`src/rtl/ebr_delay_line_if.sv`:
```
// Bundle of the delay line's data-path and control signals.
// The master side (pipeline controller) drives cen/len/clr/din.
// The slave side (the delay line) returns drop/busy/wrap.
interface ebr_delay_line_if #(
   parameter int WIDTH  = 5,
   parameter int STAGES = 32
) ();

   localparam int LW = $clog2(STAGES + 1);

   logic             cen;
   logic [LW-1:0]    len;
   logic             clr;
   logic [WIDTH-1:0] din;
   logic [WIDTH-1:0] drop;
   logic             busy;
   logic             wrap;

   modport master (
      output cen,
      output len,
      output clr,
      output din,
      input  drop,
      input  busy,
      input  wrap
   );

   modport slave (
      input  cen,
      input  len,
      input  clr,
      input  din,
      output drop,
      output busy,
      output wrap
   );

endinterface

```
`src/rtl/ebr_delay_line.sv`:
```
// Block-RAM circular-buffer delay line with a run-time programmable length.
// It behaves like a len-stage shift register advanced by cen, built from one RAM
// with separate read and write pointers.
// After reset, on clr, or whenever the clamped length changes, the whole RAM is
// wiped to RSTVAL. During the wipe busy is high and cen/din are ignored.
// wrap marks slot 0 of every frame so downstream logic can stay in sync.
module ebr_delay_line #(
   parameter int               WIDTH  = 5,
   parameter int               STAGES = 32,
   parameter logic [WIDTH-1:0] RSTVAL = '0
) (
   input logic              clk,
   input logic              rst,
   ebr_delay_line_if.slave  bus
);

   localparam int AW    = $clog2(STAGES);
   localparam int DEPTH = 2 ** AW;
   localparam int LW    = $clog2(STAGES + 1);

   localparam logic [LW-1:0] LEN_MIN   = LW'(2);
   localparam logic [LW-1:0] LEN_MAX   = LW'(STAGES);
   localparam logic [AW-1:0] ADDR_LAST = AW'(DEPTH - 1);
   localparam logic [AW-1:0] ADDR_ONE  = AW'(1);

   typedef enum logic {
      WIPE = 1'b0,
      RUN  = 1'b1
   } state_t;

   state_t           state;
   state_t           state_nx;

   logic [AW-1:0]    wr_ptr;
   logic [AW-1:0]    rd_ptr;
   logic [AW-1:0]    wipe_addr;
   logic [LW-1:0]    len_r;
   logic [LW-1:0]    len_c;
   logic [WIDTH-1:0] drop_r;

   logic             wipe_req;
   logic             shift;
   logic             wr_last;
   logic             rd_last;

   logic [WIDTH-1:0] mem [DEPTH];

   // Clamp the requested length into the supported range [2, STAGES].
   // Below 2 the read and write pointers would collide on the same address.
   always_comb begin
      len_c = bus.len;
      if (bus.len < LEN_MIN) begin
         len_c = LEN_MIN;
      end else if (bus.len > LEN_MAX) begin
         len_c = LEN_MAX;
      end
   end

   // Decode a wipe request, a real shift, and the pointer wrap points.
   // A wipe request wins over cen, so the edge that starts a wipe never shifts.
   always_comb begin
      wipe_req = (state == RUN) && (bus.clr || (len_c != len_r));
      shift    = (state == RUN) && bus.cen && !wipe_req;
      wr_last  = (LW'(wr_ptr) == (len_r - LW'(1)));
      rd_last  = (LW'(rd_ptr) == (len_r - LW'(1)));
   end

   // State register; reset always restarts from a full wipe.
   always_ff @(posedge clk or posedge rst) begin
      if (rst) begin
         state <= WIPE;
      end else begin
         state <= state_nx;
      end
   end

   // Next-state logic.
   // The wipe ends on the edge that writes the last RAM word.
   // In RUN, a clear request or a length change sends the block back to WIPE.
   always_comb begin
      state_nx = state;
      unique case (state)
         WIPE: begin
            if (wipe_addr == ADDR_LAST) begin
               state_nx = RUN;
            end
         end
         RUN: begin
            if (wipe_req) begin
               state_nx = WIPE;
            end
         end
         default: state_nx = WIPE;
      endcase
   end

   // Output decode.
   // busy covers the whole wipe. wrap flags slot 0 of each frame while running.
   always_comb begin
      bus.busy = (state == WIPE);
      bus.wrap = (state == RUN) && (wr_ptr == '0);
      bus.drop = drop_r;
   end

   // Pointer, length and output registers.
   // The read pointer always sits one slot ahead of the write pointer (mod len_r),
   // which gives exactly len_r-1 edges of RAM storage plus the output register.
   always_ff @(posedge clk or posedge rst) begin
      if (rst) begin
         wipe_addr <= '0;
         wr_ptr    <= '0;
         rd_ptr    <= ADDR_ONE;
         len_r     <= LEN_MAX;
         drop_r    <= RSTVAL;
      end else begin
         unique case (state)
            WIPE: begin
               wipe_addr <= (wipe_addr == ADDR_LAST) ? '0 : (wipe_addr + ADDR_ONE);
               len_r     <= len_c;
               drop_r    <= RSTVAL;
               wr_ptr    <= '0;
               rd_ptr    <= ADDR_ONE;
            end
            RUN: begin
               if (wipe_req) begin
                  wipe_addr <= '0;
                  drop_r    <= RSTVAL;
                  wr_ptr    <= '0;
                  rd_ptr    <= ADDR_ONE;
               end else if (shift) begin
                  drop_r <= mem[rd_ptr];
                  wr_ptr <= wr_last ? '0 : (wr_ptr + ADDR_ONE);
                  rd_ptr <= rd_last ? '0 : (rd_ptr + ADDR_ONE);
               end
            end
            default: begin
               wipe_addr <= '0;
               drop_r    <= RSTVAL;
               wr_ptr    <= '0;
               rd_ptr    <= ADDR_ONE;
            end
         endcase
      end
   end

   // RAM write port; it is fed by the wipe sweep or by the shifting data.
   // There is no reset so that it maps onto block RAM.
   // Pre-reset contents are never observable because the wipe always runs first.
   always_ff @(posedge clk) begin
      if (state == WIPE) begin
         mem[wipe_addr] <= RSTVAL;
      end else if (shift) begin
         mem[wr_ptr] <= bus.din;
      end
   end

endmodule

```
`src/flat_wrapper.sv`:
```
// flat-port wrapper written by rule: the top's interface ports become plain ports
module ebr_delay_line_flat 
#(
   parameter int               WIDTH  = 5,
   parameter int               STAGES = 32,
   parameter logic [WIDTH-1:0] RSTVAL = '0
)
  (clk, rst, bus_cen, bus_len, bus_clr, bus_din, bus_drop, bus_busy, bus_wrap);
  ebr_delay_line_if #(.WIDTH(WIDTH), .STAGES(STAGES)) bus_i ();
  input logic clk;
  input logic rst;
  input wire logic [$bits(bus_i.cen)-1:0] bus_cen;
  input wire logic [$bits(bus_i.len)-1:0] bus_len;
  input wire logic [$bits(bus_i.clr)-1:0] bus_clr;
  input wire logic [$bits(bus_i.din)-1:0] bus_din;
  output wire logic [$bits(bus_i.drop)-1:0] bus_drop;
  output wire logic [$bits(bus_i.busy)-1:0] bus_busy;
  output wire logic [$bits(bus_i.wrap)-1:0] bus_wrap;
  assign bus_i.cen = bus_cen;
  assign bus_i.len = bus_len;
  assign bus_i.clr = bus_clr;
  assign bus_i.din = bus_din;
  assign bus_drop = bus_i.drop;
  assign bus_busy = bus_i.busy;
  assign bus_wrap = bus_i.wrap;
  ebr_delay_line #(.WIDTH(WIDTH), .STAGES(STAGES), .RSTVAL(RSTVAL)) u_core (.clk(clk), .rst(rst), .bus(bus_i));
endmodule
```
`config.mk`:
```
export PLATFORM = sky130hd
export DESIGN_NAME = ebr_delay_line_flat
export DESIGN_NICKNAME = d
export VERILOG_FILES = /design/src/rtl/ebr_delay_line_if.sv /design/src/rtl/ebr_delay_line.sv /design/src/flat_wrapper.sv
export SDC_FILE = /design/constraint.sdc
export NUM_CORES = 1
export LEC_CHECK = 0
export ABC_CLOCK_PERIOD_IN_PS = 5150
export BUFFER_PORTS_ARGS = -buffer_cell sky130_fd_sc_hd__buf_2
export CAP_MARGIN = 0
export CORE_MARGIN = 1.5
export CORE_UTILIZATION = 25
export CTS_CLUSTER_SIZE = 28
export DETAILED_ROUTE_END_ITERATION = 7
export SLEW_MARGIN = 20
export SYNTH_ARGS = -nofsm -noshare
export SYNTH_HDL_FRONTEND = slang
export SYNTH_SLANG_ARGS = --single-unit
```
`constraint.sdc`:
```
create_clock -name clk -period 5.15 [get_ports clk]
set_input_delay 0 -clock clk [delete_from_list [all_inputs] [get_ports clk]]
set_output_delay 0 -clock clk [all_outputs]
set_load 0.1 [all_outputs]
```
After elaboration in Yosys (flattened, before gate mapping)
Memories as Yosys holds them, arrays and structs flattened. Index checks and enable logic that the tools add are counted.

Memory bits (writable): 160. Memory bits (read-only): 0. Bits in latches: 0. Memories: 1. Output and inout port bits: 7. Bits in registers: 27. Word-level logic and storage cells: 54.

Multiplexer cells: 26. Reductions and logical operators: 8. Eq/ne operators: 6. $mul: 0. $lt $le $gt $ge: 2. Add/subtract/negate cells: 4. Bitwise logic cells: 1. Div/mod/pow operators: 0. Shifts and indexed selects: 0.

Memories: u_core.mem (words 32, bits a word 5, rd ports 1, clocked after memory_dff 0, wr ports 1, RTL line ebr_delay_line.sv:46) `logic [WIDTH-1:0] mem [DEPTH];`.

Operators with widths (count): $mux W5 (12); $pmux W5 S2 (4); $add A5 B1 Y5 const B (3); $eq A5 B6 Y1 (2); $mux W6 (2); $mux W1 (7); $gt A6 B6 Y1 const B (1); $lt A6 B2 Y1 const B (1); $ne A6 B6 Y1 (1); $sub A6 B1 Y6 const B (1); $eq A5 B5 Y1 const B (1); $logic_not A5 Y1 (1); $reduce_or A5 Y1 (1); $logic_and A1 B1 Y1 (4); $ne A3 B3 Y1 const B (1); $ne A2 B2 Y1 const B (1); $pmux W1 S2 (1); $logic_not A1 Y1 (1); $logic_or A1 B1 Y1 (1); $not A1 Y1 (1).

Longest topological paths before layout
Gate-level depths: netlist of run 1.

Word-level depth: 13. Mapped depth: 8. Gate-level depth less buffers: 7.

Worst setup path before layout of run 1
OpenSTA, ideal clock, no wires.

Path kind: reg-to-reg. Start: reg u_core.state. End: mem u_core.mem[0][0] (data pin). Required time: 4.799 ns. Setup time: 0.351 ns. Arrival time: 2.951 ns. Stages on the path, launching flop included: 8. Slack: 1.848 ns. Path through: dfrtp_1 clkbuf_1 inv_1 a211o_1 a2111oi_4 nand3_4 buf_6 nor2_1.

Word-level cells in the longest chain between the ends: 8. Elaborated cells between the ends (all ways): 9. Those cells by class: 4 x mux; 5 x reduce/logical.

RTL lines: start: declaration (RTL line ebr_delay_line.sv:31) `state_t state;`; start signal: assignment (RTL line ebr_delay_line.sv:73) `state <= state_nx;`; $logic_and A1 B1 Y1 (RTL line ebr_delay_line.sv:62) `wipe_req = (state == RUN) && (bus.clr || (len_c != len_r));`; $logic_not A1 Y1 (RTL line ebr_delay_line.sv:63) `shift = (state == RUN) && bus.cen && !wipe_req;`; $logic_and A1 B1 Y1 (RTL line ebr_delay_line.sv:63); $mux W1 (RTL line ebr_delay_line.sv:152) `end else if (shift) begin`; $mux W1 (*) (RTL line ebr_delay_line.sv:150) `if (state == WIPE) begin`; $mux W1 (not written as such) (*) (RTL line ebr_delay_line.sv:153) `mem[wr_ptr] <= bus.din;`; $reduce_or A5 Y1 (no line) (*); $mux W5 (no line) (*); end: declaration (RTL line ebr_delay_line.sv:46).

Mark *: on every way between the ends. The rest lies on a longest branch, timed or not.

Worst setup path after layout of run 1
Start: reg u_core.state. End: mem u_core.mem[15][1] (enable).

Word-level cells in the longest chain between the ends: 8. Elaborated cells between the ends (all ways): 11. Those cells by class: 6 x mux; 5 x reduce/logical.

RTL lines (RTL line): $logic_and A1 B1 Y1 (ebr_delay_line.sv:62); $logic_not A1 Y1 (ebr_delay_line.sv:63); $logic_and A1 B1 Y1 (ebr_delay_line.sv:63); $mux W1 (ebr_delay_line.sv:152); $mux W1 (ebr_delay_line.sv:150); $mux W1 (not written as such) (ebr_delay_line.sv:153); $reduce_or A5 Y1 (no line); $mux W5 (no line) / $mux W1 (equally long branches).

Several ways; a longest one is shown, not always the timed one.

==> impl_metrics.yaml, run 1 <==
global_routing:
  grt_pass1_vias: 4621
  grt_use_met1: 0.1642
  grt_max_degree: 40
  grt_remaining_overflow: 0
  antenna_found_initial: 0
  met2_usage: 0.1581
  grt.total_usage: 0.1123
  grt-busiest-layer: "met1"
  use_met3: 0.03404
  grt_pass1_wl_mm: 28.35
timing:
  fmax_mhz: 290.5
  rsz0062_at_grt: "no"
  fin_crit_ps: 3442
  min_period_over_period: 0.6683
  setup_ws_ps: 1708
  worstMarginPinSlew_ps: 1024
  hold_violations: 1
  setup_viol: 0
  slew_headroom: 0.3175
  slew_viol_final: 0
  fin_skew_ps: 10.22
  setup_tns_ps: 0
  whs_ps: -0.3049
detailed_routing:
  first_pass_iters: 7
  via_per_inst: 4.678
  wl_mm: 18.57
  wire_per_inst_um: 18.28
  antenna_left: 0
  vias: 4753
  drc: 0
  drtIter0Drc: 413
worst_hold_path:
  hp-class: "input pin to flip-flop"
  hold_start: "bus_din[0]"
  hold_depth: 3
  hold_end: "u_core.mem[19][0]"
placement:
  place_ws_ps: 1722
  globalplace.congestion: 0.7575
  dpl.hpwl_mm: 12.47
  portBuffers: 21
die:
  start_util: 0.2552
  die_h_um: 185.7
  die-area_um2: 34490
  core.rowCount: 66
  die_x_um: 185.7
  boundaryPins: 22
  core_area_um2: 32700
synth:
  synth.distinct_cells: 50
  ys_warn_count: 0
  postSynthCellCount: 539
  synthArstFlopShare: 0.1444
  avgSynthCellArea_um2: 15.49
  synth_top_area_frac: 0.5756
  yosysSeqAreaShare: 0.6569
  synthFlopType: "edfxtp_1"
  synth_area_leader_cell: "edfxtp_1"
  syn_nets: 560
  netlist_top_cells_area: "edfxtp_1 (58%), mux4_2 (11%), dfrtp_1 (7.5%)"
  synth_most_common_cell: "edfxtp_1"
  synth_common_cells: "edfxtp_1 (160), nand2_1 (49), mux4_2 (40)"
  syn_area_um2: 8347
  synth-seq-cells: 187
  synth_edf_count: 160
pwr:
  vdd_drop_max_mv: 0.2391
  pwr_density_cell_nw_per_um2: 370.9
  total_leakage_power_nw: 3.007
clock_network:
  path_clk_slew_ps: 70
  clkSinkCount: 187
  cts_tree: "yes"
  h-tree-depth: 4
  clockBufferDepth: 2
  post-cts-setup-buffers: 0
  ctsResizeCount: 0
  ctsRootBufferMaster: "clkbuf_16"
  ctsHoldBuffers: 10
  clock_latency_ps: 430
  cts_inserted_buffers: 17
critical_path:
  reg2reg_to: "u_core.mem[15][1]"
  arrival_ps: 3490
  critical-path-slowest-cell: "o31ai_1"
  r2r_start: "u_core.state"
  required_ps: 5200
  slowest_delay_ps: 930
  cp_cell_sequence: "inv_1, a211o_1, a2111oi_4, nand3_4, o31ai_1"
  rr_worst_depth: 5
  start_kind: "flip-flop"
  crit_fanout: 37
  cp-end-kind: "flip-flop"
  regToRegSetupSlack_ps: 1710
  critical_path_class: "flip-flop to flip-flop"
final_layout:
  drive_gt1_frac: 0.1986
  diodes: 0
  area_growth_pct: 14.35
  nFillCells: 3298
  nets: 583
status:
  status: "finished, violations left"
  violations: "hold timing"
job:
  cap_viol_max_count: 0
==> power by group <==
| group | internal, mW | total [mW] | switching (mW) |
|---|---|---|---|
| clock network | 0.654 | 1.17 | 0.517 |
| logic | 0.166 | 0.469 | 0.303 |
| registers | 1.81 | 1.90 | 0.0907 |
| total | 2.63 | 3.54 | 0.911 |
==> critical path: cells and delay by family, from the launching register on <==
| family | cells | cell delay [ps] |
|---|---|---|
| buf+inv | 1 | 250 |
| compound gates | 3 | 1670 |
| simple gates | 1 | 480 |
| flops | 1 | 650 |
==> registers in the layout, indices dropped and copies added, names as in the netlist <==
register          flops
u_core.bus.drop       5
u_core.len_r          6
u_core.mem          160
u_core.rd_ptr         5
u_core.state          1
u_core.wipe_addr      5
u_core.wr_ptr         5
==> how the worst max path moves through the flow <==
stage / end / slack [ps] / startpoint
3_3_place_gp: u_core.mem[10][1] / 1840 / u_core.state
3_5_place_dp: u_core.mem[30][0] / 1720 / u_core.state
5_1_grt: u_core.mem[30][0] / 1470 / u_core.state
2_1_floorplan: u_core.mem[0][0] / 1850 / u_core.state
6_report: u_core.mem[15][1] / 1710 / u_core.state
4_1_cts: u_core.mem[30][0] / 1710 / u_core.state
==> through the flow <==
stage / utilization / instances / instance area, um^2 / power [mW] / hold slack (ps)
CTS: 0.2918 / 1016 / 9543 / 3.550 / 1.573
detailed placement: 0.2729 / 975 / 8925 / 2.385 / 108.9
floorplan: - / 539 / 8347 / 2.222 / 51.23
global route: 0.2919 / 1016 / 9544 / 3.668 / 14.17
global placement: 0.2729 / 975 / 8925 / 2.379 / 108.7
finish: 0.2919 / 1016 / 9544 / 3.540 / -0.3049
==> routing by layer <==
| metal | up-vias | part of all wire |
|---|---|---|
| met2 | 155 | 0.44 |
| met5 | - | 0 |
| met4 | 0 | 0.018 |
| met1 | 2404 | 0.48 |
| li1 | 2174 | - |
| met3 | 20 | 0.068 |
==> cell type report <==
class,count,area (um^2),area share
flip-flops and latches,187,5485,0.5747
multi-input cells,303,2670,0.2798
well taps,442,553.0,0.05794
clock buffers,21,440.4,0.04615
repair buffers,39,265.3,0.02779
clock inverters,10,77.57,0.008128
inverters,14,52.55,0.005506
==> layout by cell type (no fill, tap or decap), types with 9 or more instances in the layout <==
cell type	n
edfxtp_1	160
nand2_1	49
mux4_2	40
o31ai_1	35
dfrtp_1	23
buf_2	21
nand2b_1	17
clkbuf_16	17
inv_1	14
a21oi_1	14
mux2i_1	12
xnor2_1	11
dlygate4sd3_1	10
nand3_1	9
nor3_1	9
o21ai_0	9
==> cells by family after synthesis <==
family	share of synthesized area
flops	0.6569
simple gates	0.08665
compound gates	0.07525
mux	0.1237
buf+inv	0.02533
xor+xnor	0.02323
fa+ha+maj	0.008994
Note: power is estimated with default switching activity, not from simulation.
==> inputs of run 2 (changes only) <==
- ABC_CLOCK_PERIOD_IN_PS: 5150 -> 3100
- clock period: 5.15 -> 3.1 ns (I/O delays scaled with it)
==> impl_metrics.yaml, run 2 (synthesized netlist as in run 1, its figures left out) <==
status:
  status: "complete, no violations"
timing:
  setup_viol: 0
  slew_headroom: 0.4403
  fin_skew_ps: 9.024
  worstMarginPinSlew_ps: 839.5
  hold_violations: 0
  fmax_mhz: 360.5
  min_period_over_period: 0.8949
  fin_crit_ps: 2774
  whs_ps: 36.20
  slew_viol_final: 0
  rsz0062_at_grt: "no"
die:
  die-area_um2: 34490
  boundaryPins: 22
  die_x_um: 185.7
  core.rowCount: 66
  die_h_um: 185.7
  core_area_um2: 32700
  start_util: 0.2552
placement:
  dpl.hpwl_mm: 12.21
  placed_area_um2: 9270
  globalplace.congestion: 0.7669
  portBuffers: 21
worst_hold_path:
  hold_depth: 4
  hold_end: "u_core.len_r[0]"
  hold_start: "bus_len[0]"
  hp-class: "input pin to flip-flop"
critical_path:
  crit_fanout: 37
  reg2reg_to: "u_core.mem[10][3]"
  arrival_ps: 2920
  regToRegSetupSlack_ps: 520
  r2r_start: "u_core.len_r[4]"
  rr_worst_depth: 6
  required_ps: 3240
  start_kind: "input pin"
  critical_path_class: "input pin to flip-flop"
  cp-end-kind: "flip-flop"
final_layout:
  final_common_cell: "edfxtp_1"
  nets: 626
  diodes: 0
  regMostFlops: "u_core.mem"
  most-common-layout-cells: "edfxtp_1 (160), buf_4 (52), nand2_1 (49)"
  fin_area_um2: 9922
  nFillCells: 3273
  reg.largest.list: "u_core.mem: 160 flops, u_core.len_r: 6 flops"
  area_growth_pct: 18.87
  largest_reg_flops: 160
  drive_gt1_frac: 0.2605
pwr:
  vdd_drop_max_mv: 0.2520
  clkPwrFrac: 0.349
  power_frac_seq: 0.508
  comb_power_share: 0.143
  power_switching_mw: 1.578
  total_leakage_power_nw: 3.267
  switching_share: 0.2572
  p_int_mw: 4.557
  pwr_density_cell_nw_per_um2: 618.3
global_routing:
  grt_pass1_wl_mm: 28.85
  antenna_found_initial: 1
  grt_remaining_overflow: 0
  grt_pass1_vias: 4963
  grt.total_usage: 0.1133
  grt_max_degree: 38
detailed_routing:
  antenna_left: 0
  first_pass_iters: 5
  drtIter0Drc: 374
  drc: 0
  wl_mm: 18.50
  wire_per_inst_um: 17.46
  via_per_inst: 4.656
  vias: 4935
clock_network:
  clockBufferDepth: 2
  cts_tree: "yes"
  cts_inserted_buffers: 17
  path_clk_slew_ps: 60
  h-tree-depth: 4
  clock_latency_ps: 430
  post-cts-setup-buffers: 0
  clkSinkCount: 187
  ctsRootBufferMaster: "clkbuf_16"
job:
  cap_viol_max_count: 0
==> run 2: cell types whose count changed in the layout (fill, tap and decap cells not counted), sizes merged <==
cell and delta:
bufinv +1, buf +45, clkbuf -2, clkinvlp +1, clkinv -3, inv +4
dlygate4sd3 -2
==> run 2: metal layers <==
layer  GRT usage  share of wire
met4     0.03516          0.012
met3     0.02094          0.038
met1      0.1479           0.45
met5           0              0
met2      0.1904           0.50
==> run 2: stage by stage <==
step                      instances  setup slack [ps]  total power, mW  utilization  setup TNS [ps]
after floorplan                 539            -201.8            3.692            -          -32290
after global placement         1020             443.4            4.022       0.2835               0
after CTS                      1060             315.8            6.190       0.3034               0
final                          1060             325.8            6.135       0.3034               0
after global routing           1060             175.8            6.389       0.3034               0
after detailed placement       1020             400.6            4.045       0.2835               0
==> run 2: layout make-up <==
cell class	instances	area, um^2	share of cell area
well taps	442	553.0	0.05574
multi-input cells	303	2665	0.2686
repair buffers	82	595.6	0.06003
flip-flops and latches	187	5484	0.5527
clock inverters	13	138.9	0.01400
clock buffers	19	432.9	0.04363
inverters	14	52.55	0.005296
==> run 2: how the worst max path moves through the flow <==
stage / startpoint / end / cells after the start
2_1_floorplan: u_core.state / u_core.mem[0][0] / 7
3_3_place_gp: bus_len[4] / u_core.mem[15][3] / 7
3_5_place_dp: bus_len[4] / u_core.mem[22][0] / 7
4_1_cts: bus_len[4] / u_core.mem[22][3] / 8
5_1_grt: bus_len[4] / u_core.mem[8][1] / 8
6_report: bus_len[4] / u_core.mem[10][3] / 8
==> run 2: worst max-delay path, cell delays in order <==
cell	delay [ps]
dlygate4sd3_1	520
buf_2	140
or4_4	550
a21o_1	220
a2111oi_4	450
nand3_4	400
o31ai_1	400
buf_4	210
==> run 2: power groups by stage <==
stage	Combinational [mW]	Sequential (mW)	Clock, mW
floorplan	0.584	3.11	0
global placement	0.858	3.16	0
detailed placement	0.872	3.17	0
CTS	0.881	3.12	2.19
global route	0.954	3.15	2.29
finish	0.876	3.12	2.14
==> run 2: repair_timing <==
| action | 4_1_cts | 5_1_grt |
|---|---|---|
| endpoints found under the hold margin | 33 | 0 |
| gates resized for setup | 0 | 0 |
| hold buffers | 8 | 0 |
